`config.mk`:
```
export PLATFORM = sky130hd
export DESIGN_NAME = z_1_rtc_spi_slave_flat
export DESIGN_NICKNAME = d
export VERILOG_FILES = /design/src/rtl/z_1_rtc_spi_slave_if.sv /design/src/rtl/z_1_rtc_spi_slave.sv /design/src/flat_wrapper.sv
export SDC_FILE = /design/constraint.sdc
export NUM_CORES = 1
export LEC_CHECK = 0
export BUFFER_PORTS_ARGS = -buffer_cell sky130_fd_sc_hd__buf_4
export CAP_MARGIN = 30
export CORE_ASPECT_RATIO = 1.5
export CORE_MARGIN = 2
export CORE_UTILIZATION = 45
export CTS_CLUSTER_DIAMETER = 80
export CTS_CLUSTER_SIZE = 14
export DETAILED_ROUTE_END_ITERATION = 10
export PLACE_DENSITY = 0.75
export SLEW_MARGIN = 20
export SYNTH_ARGS = -nofsm -noshare
export SYNTH_HDL_FRONTEND = slang
export SYNTH_SLANG_ARGS = --single-unit
export TNS_END_PERCENT = 20
```
`constraint.sdc`:
```
create_clock -name clk -period 2.34 [get_ports clk]
set_input_delay 0.117 -clock clk [delete_from_list [all_inputs] [get_ports clk]]
set_output_delay 0.117 -clock clk [all_outputs]
set_load 0.01 [all_outputs]
```
`src/rtl/z_1_rtc_spi_slave_if.sv`:
```
// SPI pin bundle between the external master and the z_1 RTC SPI slave front-end.
interface z_1_rtc_spi_slave_if;
  logic sclk_in;
  logic mosi_in;
  logic miso;

  modport slave (
    input  sclk_in,
    input  mosi_in,
    output miso
  );

  modport master (
    output sclk_in,
    output mosi_in,
    input  miso
  );
endinterface

```
`src/rtl/z_1_rtc_spi_slave.sv`:
```
// SPI slave for the z_1 RTC: oversamples sclk/mosi, decodes a command byte and, on the
// read command, snapshots the timestamp and shifts it out MSB first on miso.
module z_1_rtc_spi_slave #(
  parameter logic [7:0]  RdCmd      = 8'h02,
  parameter int unsigned TsWidth    = 64,
  parameter int unsigned IdleCycles = 32
) (
  input  logic               clk,
  input  logic               rst,
  z_1_rtc_spi_slave_if.slave spi,
  input  logic [TsWidth-1:0] rtc_time,
  output logic [7:0]         cmd_byte,
  output logic               cmd_strobe,
  output logic               snap_strobe
);

  localparam int unsigned FrameBits = 8 + TsWidth;
  localparam int unsigned CntW      = $clog2(FrameBits + 1);
  localparam int unsigned IdleW     = $clog2(IdleCycles + 1);

  typedef enum logic [1:0] {StCmd, StData, StDone} state_e;

  state_e               state_q, state_d;
  logic                 sclk_s1_q, sclk_s2_q, sclk_prev_q;
  logic                 mosi_s1_q, mosi_s2_q;
  logic [CntW-1:0]      bit_cnt_q, bit_cnt_d;
  logic [6:0]           cmd_sr_q, cmd_sr_d;
  logic [7:0]           cmd_byte_q, cmd_byte_d;
  logic [TsWidth-1:0]   tx_sr_q, tx_sr_d;
  logic                 miso_q, miso_d;
  logic [IdleW-1:0]     idle_cnt_q, idle_cnt_d;
  logic                 rise, fall, timeout;
  logic [7:0]           rx_byte;

  always_ff @(posedge clk) begin
    if (rst) begin
      state_q     <= StCmd;
      sclk_s1_q   <= 1'b0;
      sclk_s2_q   <= 1'b0;
      sclk_prev_q <= 1'b0;
      mosi_s1_q   <= 1'b0;
      mosi_s2_q   <= 1'b0;
      bit_cnt_q   <= '0;
      cmd_sr_q    <= '0;
      cmd_byte_q  <= '0;
      tx_sr_q     <= '0;
      miso_q      <= 1'b0;
      idle_cnt_q  <= '0;
    end else begin
      state_q     <= state_d;
      sclk_s1_q   <= spi.sclk_in;
      sclk_s2_q   <= sclk_s1_q;
      sclk_prev_q <= sclk_s2_q;
      mosi_s1_q   <= spi.mosi_in;
      mosi_s2_q   <= mosi_s1_q;
      bit_cnt_q   <= bit_cnt_d;
      cmd_sr_q    <= cmd_sr_d;
      cmd_byte_q  <= cmd_byte_d;
      tx_sr_q     <= tx_sr_d;
      miso_q      <= miso_d;
      idle_cnt_q  <= idle_cnt_d;
    end
  end

  assign rise    = sclk_s2_q & ~sclk_prev_q;
  assign fall    = ~sclk_s2_q & sclk_prev_q;
  // Fires only on the step into IdleCycles; the counter then saturates until sclk goes high.
  assign timeout = ~sclk_s2_q && (idle_cnt_q == IdleW'(IdleCycles - 1));
  assign rx_byte = {cmd_sr_q, mosi_s2_q};

  always_comb begin
    state_d     = state_q;
    bit_cnt_d   = bit_cnt_q;
    cmd_sr_d    = cmd_sr_q;
    cmd_byte_d  = cmd_byte_q;
    tx_sr_d     = tx_sr_q;
    miso_d      = miso_q;
    idle_cnt_d  = idle_cnt_q;
    cmd_strobe  = 1'b0;
    snap_strobe = 1'b0;

    if (sclk_s2_q) begin
      idle_cnt_d = '0;
    end else if (idle_cnt_q != IdleW'(IdleCycles)) begin
      idle_cnt_d = idle_cnt_q + 1'b1;
    end

    if (timeout) begin
      state_d   = StCmd;
      bit_cnt_d = '0;
      cmd_sr_d  = '0;
      miso_d    = 1'b0;
    end else begin
      unique case (state_q)
        StCmd: begin
          if (rise) begin
            cmd_sr_d  = rx_byte[6:0];
            bit_cnt_d = bit_cnt_q + 1'b1;
            if (bit_cnt_q == CntW'(7)) begin
              cmd_byte_d = rx_byte;
              cmd_strobe = 1'b1;
              if (rx_byte == RdCmd) begin
                tx_sr_d     = rtc_time;
                snap_strobe = 1'b1;
                state_d     = StData;
              end else begin
                state_d = StDone;
              end
            end
          end
        end
        StData: begin
          if (fall) begin
            miso_d  = tx_sr_q[TsWidth-1];
            tx_sr_d = {tx_sr_q[TsWidth-2:0], 1'b0};
          end
          if (rise) begin
            bit_cnt_d = bit_cnt_q + 1'b1;
            if (bit_cnt_q == CntW'(FrameBits - 1)) begin
              state_d = StDone;
            end
          end
        end
        StDone: begin
          if (fall) begin
            miso_d = 1'b0;
          end
        end
        default: state_d = StCmd;
      endcase
    end
  end

  assign spi.miso = miso_q;
  assign cmd_byte = cmd_byte_q;

endmodule

```
`src/flat_wrapper.sv`:
```
// flat-port wrapper written by rule: the top's interface ports become plain ports
module z_1_rtc_spi_slave_flat 
#(
  parameter logic [7:0]  RdCmd      = 8'h02,
  parameter int unsigned TsWidth    = 64,
  parameter int unsigned IdleCycles = 32
)
  (clk, rst, rtc_time, cmd_byte, cmd_strobe, snap_strobe, spi_sclk_in, spi_mosi_in, spi_miso);
  z_1_rtc_spi_slave_if spi_i ();
  input  logic clk;
  input  logic rst;
  input  logic [TsWidth-1:0] rtc_time;
  output logic [7:0] cmd_byte;
  output logic cmd_strobe;
  output logic snap_strobe;
  input wire logic [$bits(spi_i.sclk_in)-1:0] spi_sclk_in;
  input wire logic [$bits(spi_i.mosi_in)-1:0] spi_mosi_in;
  output wire logic [$bits(spi_i.miso)-1:0] spi_miso;
  assign spi_i.sclk_in = spi_sclk_in;
  assign spi_i.mosi_in = spi_mosi_in;
  assign spi_miso = spi_i.miso;
  z_1_rtc_spi_slave #(.RdCmd(RdCmd), .TsWidth(TsWidth), .IdleCycles(IdleCycles)) u_core (.clk(clk), .rst(rst), .spi(spi_i), .rtc_time(rtc_time), .cmd_byte(cmd_byte), .cmd_strobe(cmd_strobe), .snap_strobe(snap_strobe));
endmodule
```
; ---- Word level (Yosys, flattened, before mapping)
; Index checks and enable logic that the tools add are counted.
; W data, S select, Z words.
[word_totals]
ff_bits = 100
latch_bits = 0
ram_bits = 0
mem_bits_ro = 0
input_bits = 68
output_inout_bits = 11
word_cells = 70
mem_count = 0
[classes]
addsub = 2
n_mul = 0
div_mod_pow = 0
order_cmp = 0
eq_ne = 14
shift = 0
muxes = 23
bitwise_logic = 6
reduce_logical = 13
[ops]
columns = op, n
row1 = $mux W64, 4
row2 = $pmux W64 S2, 1
row3 = $ne A2 B1 Y1 const B, 7
row4 = $mux W1, 11
row5 = $mux W2, 5
row6 = $eq A8 B2 Y1 const B, 1
row7 = $add A7 B1 Y7 const B, 1
row8 = $eq A7 B3 Y1 const B, 1
row9 = $eq A7 B7 Y1 const B, 1
row10 = $add A6 B1 Y6 const B, 1
row11 = $eq A6 B5 Y1 const B, 1
row12 = $ne A6 B6 Y1 const B, 1
row13 = $pmux W2 S3, 1
row14 = $reduce_and A6 Y1, 1
row15 = $reduce_or A2 Y1, 3
row16 = $reduce_and A5 Y1, 1
row17 = $not A1 Y1, 4
row18 = $reduce_and A2 Y1, 2
row19 = $reduce_and A4 Y1, 1
row20 = $reduce_bool A2 Y1, 2
row21 = $reduce_and A3 Y1, 1
row22 = $and A1 B1 Y1, 2
row23 = $eq A2 B1 Y1 const B, 1
row24 = $eq A2 B2 Y1 const B, 1
row25 = other kinds (3), 3

; ---- Longest topological paths before layout
; Gate-level depths: netlist of run 1.
[depth]
depth_word = 6
ltp_mapped = 9
ltp_nobuf = 6

; ---- Worst setup path before layout of run 1
; No wires, ideal clock.
[synth_timing]
path_type = register -> register
from = register u_core.bit_cnt_q[3]
to = register u_core.tx_sr_q[10]
setup_ps = 121
arrival_time_ps = 1882
required_time_ps = 2219
path_slack_ps = 336
path_stages_with_launch = 7
path_buffers = 2
period_less_slack_ps = 2004
cell_sequence = dfxtp_1 or3_4 or3_4 o21a_1 buf_6 buf_12 mux2_4
[synth_between]
elab_chain_cells = 3
[synth_rtl]
columns = item, line_no
row1 = "start, declared", z_1_rtc_spi_slave.sv:26  ; logic [CntW-1:0] bit_cnt_q, bit_cnt_d;
row2 = "start signal, assigned", z_1_rtc_spi_slave.sv:56  ; bit_cnt_q <= bit_cnt_d;
row3 = $eq A7 B3 Y1, z_1_rtc_spi_slave.sv:99  ; if (bit_cnt_q == CntW'(7)) begin
row4 = $ne A2 B1 Y1 (no source line), --
row5 = $reduce_and A6 Y1 (no source line), --
row6 = "end signal, assigned", z_1_rtc_spi_slave.sv:59  ; tx_sr_q <= tx_sr_d;
row7 = "end, declared", z_1_rtc_spi_slave.sv:29  ; logic [TsWidth-1:0] tx_sr_q, tx_sr_d;
; Every way passes these cells.
; A chain may end at the register's enable or synchronous reset.

; ---- Worst setup path after layout of run 1
[layout_timing]
from = register u_core.state_q[1]
to = register u_core.tx_sr_q[4]
[layout_between]
elab_chain_cells = 3
word_cells_on_any_way = 9
classes_between = eq/ne: 5 / mux: 1 / reduce/logical: 3
[layout_rtl]
columns = item, line_no
row1 = "start, declared", z_1_rtc_spi_slave.sv:23  ; state_e state_q, state_d;
row2 = "start signal, assigned", z_1_rtc_spi_slave.sv:37  ; state_q <= StCmd;
row3 = "start signal, assigned", z_1_rtc_spi_slave.sv:50  ; state_q <= state_d;
row4 = $eq A2 B1 Y1 / $logic_not A2 Y1 (equally long branches), z_1_rtc_spi_slave.sv:94  ; unique case (state_q)
row5 = $ne A2 B1 Y1 (no source line) / $reduce_bool A2 Y1 (equally long branches), --
row6 = $reduce_and A6 Y1 (no source line), --
; Several ways; a longest one is shown, not always the timed one.

==> results of run 1 <==
==> layout make-up <==
cell class / instances / area, µm² / share of cell area
clock inverters: 5 / 83.8 / 0.0132
well taps: 150 / 188 / 0.0296
repair buffers: 88 / 726 / 0.114
flip-flops and latches: 100 / 2000 / 0.315
inverters: 5 / 18.8 / 0.00296
multi-input cells: 379 / 3080 / 0.485
clock buffers: 11 / 253 / 0.0398
==> flip-flops by register name, summed over array words and instances (netlist names) <==
register and count:
u_core.tx_sr_q 64, u_core.cmd_byte 8, u_core.bit_cnt_q 7, u_core.cmd_sr_q 7
u_core.idle_cnt_q 6, u_core.state_q 2, u_core.mosi_s1_q 1, u_core.mosi_s2_q 1
u_core.sclk_prev_q 1, u_core.sclk_s1_q 1, u_core.sclk_s2_q 1, u_core.spi.miso 1
==> worst max-delay path, stage by stage, from the launching register on <==
cell,delay (ns)
sky130_fd_sc_hd__dfxtp_1,0.32
sky130_fd_sc_hd__inv_1,0.13
sky130_fd_sc_hd__ha_1,0.28
sky130_fd_sc_hd__nor4bb_1,0.25
sky130_fd_sc_hd__nand3_1,0.19
sky130_fd_sc_hd__o21a_4,0.29
sky130_fd_sc_hd__buf_12,0.19
sky130_fd_sc_hd__mux2_4,0.31
==> stage by stage <==
stage	instance area (µm²)	hold slack [ns]	setup WS [ns]	utilization	power [mW]
after floorplan	5320	0.245	0.336	-	1.88
after global placement	6000	0.336	0.325	0.521	1.99
after detailed placement	6000	0.345	0.289	0.521	2.00
after CTS	6350	0.0151	0.276	0.551	3.65
after global routing	6350	0.0303	0.155	0.551	3.75
final	6350	0.0162	0.269	0.551	3.60
==> per-layer routing <==
metal | GRT usage | part of all wire | vias up
li1 | - | - | 1873
met5 | 0 | 0 | -
met1 | 0.204 | 0.44 | 1772
met3 | 0.0268 | 0.032 | 14
met4 | 0.0842 | 0.020 | 0
met2 | 0.287 | 0.51 | 58
==> power breakdown <==
part	switching [mW]	total [mW]	internal, mW
Combinational	0.107	0.234	0.127
Sequential	0.00882	1.72	1.71
Clock	0.651	1.65	0.997
Total	0.767	3.60	2.83
==> cells by family (layout without fill, tap and decap cells) <==
family | after synthesis | count (layout) | synth area share
AO/OA/AOI/OAI | 12 | 12 | 0.0148
XOR/XNOR | 11 | 11 | 0.0181
adder cells (fa/ha/maj) | 6 | 6 | 0.0141
buffers and inverters | 40 | 109 | 0.0489
flip-flops | 100 | 100 | 0.376
multiplexers | 144 | 144 | 0.328
AND/OR/NAND/NOR | 206 | 206 | 0.200
==> Yosys cell counts, drive strengths merged (2+ instances only) <==
cell type,count
or3,3
mux2,64
nand3,6
ha,6
or4,2
nor2b,71
nor4,4
dfxtp,100
inv,5
nand2,7
buf,14
o21ai,2
nor4b,2
and2,2
o211ai,2
mux2i,80
xor2,3
nor3,10
nand2b,2
xnor2,8
a21oi,4
nor2,92
clkbuf,21
==> worst paths after layout <==
check,startpoint,to
worst max-delay path,u_core.state_q[1],u_core.tx_sr_q[4]
worst min-delay path,spi_mosi_in,u_core.mosi_s1_q
worst max register to register,u_core.state_q[1],u_core.tx_sr_q[4]
worst min register to register,u_core.sclk_s1_q,u_core.sclk_s2_q
==> repair_timing <==
action / 4_1_cts / 5_1_grt
setup buffers: 0 / 0
endpoints found under the hold margin: 1 / 0
hold buffers: 1 / 0
==> out/qor.txt, run 1 <==
floorplan row count -> 48
HPWL after detailed placement -> 7150 µm
post-synthesis instance total -> 519
vias in the first global route -> 3,776
Yosys warning count -> 0
maximum buffer depth of the clock tree -> 2
count of placed standard cells including taps -> 721
register-to-register setup slack -> 0.27 ns
maximum clock rate -> 0.483 GHz
mean instance size in the synthesized netlist -> 10.3 µm²
commonest non-fill, non-tap cell in the layout -> sky130_fd_sc_hd__dfxtp_1
data arrival at the endpoint of the critical path -> 2.30 ns
count of unresolved DRC violations after routing -> 0
leading area contributor after synthesis -> sky130_fd_sc_hd__dfxtp_1
Port Buffers -> 78
vertical die dimension -> 137 µm
maximum number of pins on one net before global-route repair -> 76
final-report setup violation count -> 0
clock buffer count from CTS -> 9
share of post-route cells with drive strength above 1 -> 0.299
Die Area -> 12,700 µm²
Final Max Tran Viols -> 0
most frequent cells in the layout -> sky130_fd_sc_hd__dfxtp_1, sky130_fd_sc_hd__nor2_1, sky130_fd_sc_hd__buf_4, sky130_fd_sc_hd__mux2i_1, sky130_fd_sc_hd__nor2b_1
number of max-capacitance violations reported -> 0
critical path class -> register to register
predominant post-synthesis flop cell -> sky130_fd_sc_hd__dfxtp_1
Boundary Pins -> 79
TritonCTS Sinks -> 100
count of flip-flops with a built-in enable after synthesis -> 0
Vias/cell -> 5.04
post-synthesis sequential element count -> 100
Yosys cell types -> 38
Final Hold Fails -> 0
Hold Path Cell Cnt -> 2
portion of the clock cycle consumed by the worst path in the final layout -> 0.885
clock root buffer -> sky130_fd_sc_hd__clkbuf_16
clock latency on the worst-skew pair -> 0.34 ns
Setup TNS Final -> 0 ns
total number of nets in the final design -> 657
post-synthesis net count -> 593
area share of the largest cell type after synthesis -> 0.376
clock-pin slew on the worst setup and hold paths -> 0.07 ns
cell area after synthesis -> 5320 µm²
CTS resizes -> 0
number of antenna cells inserted -> 0
final critical path time including I/O delays and setup -> 2.07 ns
gp weighted congestion -> 0.746
Clock H-tree levels -> 3
setup repair after global routing missed its margin -> no
antenna violations before repair -> 0
number of fillers in the final layout -> 1,032
part of the Yosys area used for sequential elements -> 0.376
Initial DRT Pass Iterations -> 4
post-route insts no fill -> 738
Slew HR -> 0.659
Critical Path RT -> 2.57 ns
overflow left after global routing -> 0
TritonCTS clock tree -> built
Worst Tran Pin Value -> 0.510 ns
floorplan die width -> 92.8 µm
Setup Skew -> 0.00728 ns
Area growth, synth to finish -> 19.3%
power density normalized to cell area -> 567 nW/µm²
startpoint type of the worst setup path -> register
global-route wire length before repair -> 17,200 µm
number of nets still failing antenna checks after routing -> 0
Synth async-reset ratio -> 0
total core area -> 11,500 µm²
sort of element at the end of the critical path -> register
leading post-synthesis cells by cell area -> sky130_fd_sc_hd__dfxtp_1, sky130_fd_sc_hd__mux2_4, sky130_fd_sc_hd__mux2i_1
CP Max Fanout -> 26
R2R depth -> 7
Leakage Power -> 2.71 nW
Initial Utilization -> 0.461
All-Layer GR Usage -> 0.168
Vias -> 3,717
drt first-iter violations -> 83
worst min-delay path class -> input port to register
Total Wirelength -> 10,200 µm
Routed wire per std cell -> 13.8 µm
status -> finished clean
worst vdd ir -> 327 µV
No activity file was read; power rests on OpenSTA's default activity.
==> inputs of run 2 (changes only) <==
--- a/config.mk
+++ b/config.mk
@@ -14,6 +14,7 @@
 export CTS_CLUSTER_SIZE = 14
 export DETAILED_ROUTE_END_ITERATION = 10
 export PLACE_DENSITY = 0.75
+export REMOVE_ABC_BUFFERS = 1
 export SLEW_MARGIN = 20
 export SYNTH_ARGS = -nofsm -noshare
 export SYNTH_HDL_FRONTEND = slang
==> out/qor.txt, run 2 (synthesis gave the netlist of run 1 again) <==
status -> finished clean
Setup Skew -> 0.00637 ns (-0.000914 ns)
power density normalized to cell area -> 603 nW/µm² (+6.3%)
cell internal pwr -> 3.10 mW (+9.3%)
Final Hold Fails -> 0 (unchanged)
total core area -> 11,500 µm² (unchanged)
Total Wirelength -> 10,000 µm (-1.4%)
overflow left after global routing -> 0 (unchanged)
GR Layer Usage met1 -> 0.204 (-0.000325)
data arrival at the endpoint of the critical path -> 2.32 ns (+0.02 ns)
floorplan row count -> 48 (unchanged)
maximum clock rate -> 0.476 GHz (-1.3%)
Boundary Pins -> 79 (unchanged)
Design Area, Final -> 6390 µm² (+0.57%)
Initial DRT Pass Iterations -> 4 (unchanged)
instance area at placement -> 5980 µm² (-0.42%)
Worst Tran Pin Value -> 0.604 ns (+0.0946 ns)
hold_buf cts -> 2 (+1)
Vias/cell -> 4.96 (-1.6%)
critical path class -> register to register
flip-flop count of the largest register, all copies and words added -> 64 (unchanged)
power dissipated by switching net loads -> 754 µW (-1.7%)
number of antenna cells inserted -> 0 (unchanged)
utilization after layout -> 0.554 (+0.00315)
antenna violations before repair -> 0 (unchanged)
maximum number of pins on one net before global-route repair -> 85 (+12%)
highest-utilization routing layer at the global route stage -> met2
global-route met3 utilization -> 0.0317 (+0.00492)
drt first-iter violations -> 116 (+40%)
worst vdd ir -> 324 µV (-0.96%)
clock-pin slew on the worst setup and hold paths -> 0.07 ns (about the same)
vias in the first global route -> 3,725 (-1.4%)
commonest non-fill, non-tap cell in the layout -> sky130_fd_sc_hd__dfxtp_1
Critical Path RT -> 2.57 ns (about the same)
worst min-delay path class -> input port to register
count of unresolved DRC violations after routing -> 0 (unchanged)
CTS resizes -> 0 (unchanged)
final critical path time including I/O delays and setup -> 2.10 ns (+0.0282 ns)
number of max-capacitance violations reported -> 0 (unchanged)
Final Max Tran Viols -> 0 (unchanged)
floorplan die width -> 92.8 µm (unchanged)
logic gate share of total power -> 0.061 (-0.004)
TritonCTS Sinks -> 100 (unchanged)
Die Area -> 12,700 µm² (unchanged)
Initial Utilization -> 0.461 (unchanged)
count of buffers added by post-CTS timing repair for setup -> 0 (unchanged)
CP Max Fanout -> 30 (+15%)
share of post-route cells with drive strength above 1 -> 0.299 (-0.000508)
switch share -> 0.196 (-0.0172)
All-Layer GR Usage -> 0.162 (-0.00628)
Routed wire per std cell -> 13.6 µm (-1.5%)
clock latency on the worst-skew pair -> 0.34 ns (about the same)
clock buffer count from CTS -> 9 (unchanged)
global-route wire length before repair -> 16,900 µm (-1.6%)
startpoint type of the worst setup path -> register
number of nets still failing antenna checks after routing -> 0 (unchanged)
Leakage Power -> 2.73 nW (+0.89%)
clock root buffer -> sky130_fd_sc_hd__clkbuf_16
setup repair after global routing missed its margin -> no
clock share of power -> 0.493 (+0.035)
Slew HR -> 0.597 (-0.0619)
most frequent cells in the layout -> sky130_fd_sc_hd__dfxtp_1, sky130_fd_sc_hd__nor2_1, sky130_fd_sc_hd__buf_4, sky130_fd_sc_hd__mux2i_1, sky130_fd_sc_hd__nor2b_1
Vias -> 3,664 (-1.4%)
final-report setup violation count -> 0 (unchanged)
register with the most flip-flops -> u_core.tx_sr_q
relative contribution of sequential cells to total power -> 0.446 (-0.031)
vertical die dimension -> 137 µm (unchanged)
maximum buffer depth of the clock tree -> 2 (unchanged)
HPWL after detailed placement -> 6720 µm (-6.1%)
gp weighted congestion -> 0.714 (-4.3%)
Clock H-tree levels -> 3 (unchanged)
TritonCTS clock tree -> built
portion of the clock cycle consumed by the worst path in the final layout -> 0.897 (+0.0121)
total number of nets in the final design -> 658 (+0.15%)
Port Buffers -> 78 (unchanged)
sort of element at the end of the critical path -> register
M2 GR Usage -> 0.278 (-0.00845)
Area growth, synth to finish -> 20.0%
## run 2: changes by cell type in the layout (fill, tap and decap cells not counted), sizes merged
cell         before  now
bufinv            2    5
clkbuf           11    9
clkinvlp          2    1
dlygate4sd3       1    2
## run 2: path summary, 6_finish.rpt
| check | from | cells after the start | slack [ns] | endpoint |
|---|---|---|---|---|
| setup / recovery | u_core.state_q[1] | 7 | 0.24 | u_core.bit_cnt_q[5] |
| hold / removal | rtc_time[0] | 4 | 0.14 | u_core.tx_sr_q[0] |
| setup reg to reg | u_core.state_q[1] | 7 | 0.24 | u_core.bit_cnt_q[5] |
| hold reg to reg | u_core.sclk_s1_q | 1 | 0.44 | u_core.sclk_s2_q |
## run 2: per-layer routing
layer | up-vias | part of all wire | wire, µm
met2 | 48 | 0.50 | 5050
met3 | 10 | 0.026 | 264
li1 | 1874 | - | -
met1 | 1732 | 0.46 | 4620
met5 | - | 0 | 0
met4 | 0 | 0.011 | 106
## run 2: cell type report
| class | count | area, µm² |
|---|---|---|
| clock buffer | 9 | 225 |
| tap | 150 | 188 |
| timing repair buffer | 89 | 711 |
| sequential | 100 | 2000 |
| fill | 1049 | 5140 |
| clock inverter | 7 | 163 |
| multi-input combinational | 379 | 3080 |
| inverter | 5 | 18.8 |
## run 2: power by group through the flow
stage                     Clock [mW]  Combinational (mW)  Sequential, mW
final                           1.90               0.234            1.72
after global routing            2.01               0.262            1.72
after CTS                       1.94               0.239            1.72
after detailed placement           0               0.234            1.76
after global placement             0               0.228            1.76
after floorplan                    0              0.0861            1.76
## run 2: worst max-delay path, stage by stage (launching register included)
cell and delay [ns]:
sky130_fd_sc_hd__dfxtp_1 0.32, sky130_fd_sc_hd__inv_1 0.13, sky130_fd_sc_hd__ha_4 0.24, sky130_fd_sc_hd__buf_4 0.44, sky130_fd_sc_hd__nor2_1 0.24, sky130_fd_sc_hd__nor4_1 0.36, sky130_fd_sc_hd__xnor2_1 0.18, sky130_fd_sc_hd__nor2_1 0.05
## run 2: per-stage QoR
step	hold WS (ns)	instances	setup TNS [ns]	power (mW)	setup WS [ns]
floorplan	0.186	484	-232.07	1.84	-3.55
global placement	0.346	721	0	1.99	0.288
detailed placement	0.352	721	0	1.99	0.275
CTS	0.135	739	0	3.89	0.237
global route	0.142	739	0	3.99	0.100
finish	0.144	739	0	3.85	0.241
==> inputs of run 3 (changes only) <==
--- a/config.mk
+++ b/config.mk
@@ -8,7 +8,7 @@
 export BUFFER_PORTS_ARGS = -buffer_cell sky130_fd_sc_hd__buf_4
 export CAP_MARGIN = 30
 export CORE_ASPECT_RATIO = 1.5
-export CORE_MARGIN = 2
+export CORE_MARGIN = 5
 export CORE_UTILIZATION = 45
 export CTS_CLUSTER_DIAMETER = 80
 export CTS_CLUSTER_SIZE = 14
==> constraint.sdc (replaced) <==
create_clock -name clk -period 2.5 [get_ports clk]
set_input_delay 0.125 -clock clk [delete_from_list [all_inputs] [get_ports clk]]
set_output_delay 0.125 -clock clk [all_outputs]
set_load 0.01 [all_outputs]
==> out/qor.txt, run 3 (synthesis gave the netlist of run 1 again) <==
status -> finished clean
Final Max Tran Viols -> 0 (unchanged)
setup repair after global routing missed its margin -> no
Critical Path Max Stage Delay -> 0.34 ns (-0.10 ns)
final-report setup violation count -> 0 (unchanged)
hold_buf cts -> 2 (unchanged)
gp weighted congestion -> 0.860 (+20%)
total core area -> 11,500 µm² (unchanged)
clock root buffer -> sky130_fd_sc_hd__clkbuf_16
fin worst setup slack -> 0.344 ns (+0.103 ns)
floorplan row count -> 48 (unchanged)
ordered cell list for the critical path -> inv_1 -> ha_4 -> nor4bb_1 -> nand3_1 -> o21a_4 -> buf_12 -> mux2_4
Final Power -> 3.16 mW (-18%)
data arrival at the endpoint of the critical path -> 2.39 ns (+0.07 ns)
maximum number of pins on one net before global-route repair -> 62 (-27%)
drt first-iter violations -> 146 (+26%)
antenna violations before repair -> 0 (unchanged)
flip-flop count of the largest register, all copies and words added -> 64 (unchanged)
TritonCTS Sinks -> 100 (unchanged)
vias in the first global route -> 3,800 (+2.0%)
Setup TNS Final -> 0 ns (unchanged)
Boundary Pins -> 79 (unchanged)
count of unresolved DRC violations after routing -> 0 (unchanged)
CP Max Fanout -> 38 (+27%)
share of post-route cells with drive strength above 1 -> 0.300 (+0.00119)
global-route wire length before repair -> 17,800 µm (+5.1%)
count of buffers added by post-CTS timing repair for setup -> 0 (unchanged)
commonest non-fill, non-tap cell in the layout -> sky130_fd_sc_hd__dfxtp_1
Routed wire per std cell -> 14.2 µm (+4.6%)
portion of the clock cycle consumed by the worst path in the final layout -> 0.862 (-0.0347)
Critical Path RT -> 2.74 ns (+0.17 ns)
CTS resizes -> 0 (unchanged)
master of the slowest instance on the critical path -> sky130_fd_sc_hd__dfxtp_1
Port Buffers -> 78 (unchanged)
Die Area -> 14,100 µm² (+11%)
TritonCTS clock tree -> built
number of max-capacitance violations reported -> 0 (unchanged)
Clock H-tree levels -> 3 (unchanged)
HPWL after detailed placement -> 7250 µm (+8.0%)
sort of element at the end of the critical path -> register
Area growth, synth to finish -> 18.0%
vertical die dimension -> 143 µm (+4.4%)
maximum buffer depth of the clock tree -> 2 (unchanged)
launch point of the worst reg-to-reg path -> u_core.state_q[1]
Vias/cell -> 5.01 (+0.96%)
most frequent cells in the layout -> sky130_fd_sc_hd__dfxtp_1, sky130_fd_sc_hd__nor2_1, sky130_fd_sc_hd__buf_4, sky130_fd_sc_hd__mux2i_1, sky130_fd_sc_hd__nor2b_1
startpoint type of the worst setup path -> register
Initial DRT Pass Iterations -> 4 (unchanged)
Total Wirelength -> 10,500 µm (+4.8%)
worst vdd ir -> 281 µV (-13%)
register with the most flip-flops -> u_core.tx_sr_q
Crit. Startpoint -> u_core.state_q[1]
clock-pin slew on the worst setup and hold paths -> 0.07 ns (about the same)
final critical path time including I/O delays and setup -> 2.16 ns (+0.0568 ns)
Worst Tran Pin Value -> 0.597 ns (-0.00687 ns)
Slew HR -> 0.602 (+0.00458)
power density normalized to cell area -> 503 nW/µm² (-17%)
utilization after layout -> 0.544 (-0.00944)
Placement Setup Slack -> 0.349 ns (+0.0739 ns)
floorplan die width -> 98.8 µm (+6.5%)
worst min-delay path class -> input port to register
total number of nets in the final design -> 659 (+0.15%)
Initial Utilization -> 0.461 (unchanged)
All-Layer GR Usage -> 0.152 (-0.00913)
clock latency on the worst-skew pair -> 0.35 ns (about the same)
clock buffer count from CTS -> 9 (unchanged)
number of nets still failing antenna checks after routing -> 0 (unchanged)
Final Hold Fails -> 0 (unchanged)
startpoint of the lowest-slack hold path -> rtc_time[33]
overflow left after global routing -> 0 (unchanged)
number of antenna cells inserted -> 0 (unchanged)
Vias -> 3,704 (+1.1%)
critical path class -> register to register
maximum clock rate -> 0.464 GHz (-2.6%)
Leakage Power -> 2.68 nW (-1.9%)
Setup Skew -> 0.00897 ns (+0.00260 ns)
-- run 3: layout make-up --
class | instances | area [µm²]
tap | 150 | 188
clock buffer | 9 | 225
sequential | 100 | 2000
fill | 1047 | 5250
multi-input combinational | 379 | 3080
clock inverter | 7 | 58.8
timing repair buffer | 90 | 706
inverter | 5 | 18.8
-- run 3: final timing paths --
path                        endpoint  slack (ns)  cells after the start
hold / removal    u_core.tx_sr_q[33]        0.15                      4
hold reg to reg     u_core.sclk_s2_q        0.45                      1
setup / recovery   u_core.tx_sr_q[9]        0.34                      7
setup reg to reg   u_core.tx_sr_q[9]        0.34                      7
-- run 3: per-stage QoR --
step                      instances  hold WS, ns  cell area, µm²
after detailed placement        722        0.342            5970
after floorplan                 484        0.194            5080
final                           740        0.147            6280
after global placement          722        0.337            5970
after global routing            740        0.160            6280
after CTS                       740        0.140            6280
-- run 3: critical path, delay by kind of cell (launching register included) --
family | cells | cell delay (ns)
and+or+nand+nor | 2 | 0.49
DFF | 1 | 0.34
muxes | 1 | 0.32
buffers and inverters | 2 | 0.29
adders and majority gates | 1 | 0.29
AOI/OAI and AO/OA | 1 | 0.28
-- run 3: report_power, final --
part / switching, mW / internal, mW
Combinational: 0.101 / 0.119
Clock: 0.643 / 0.687
Sequential: 0.00950 / 1.60
Total: 0.754 / 2.41
-- run 3: layer usage --
metal,GRT usage,routed length (µm),vias to the layer above
met5,0,0,-
met4,0.0576,181,0
met3,0.0279,391,13
met2,0.263,5250,70
met1,0.188,4700,1741
li1,-,-,1880
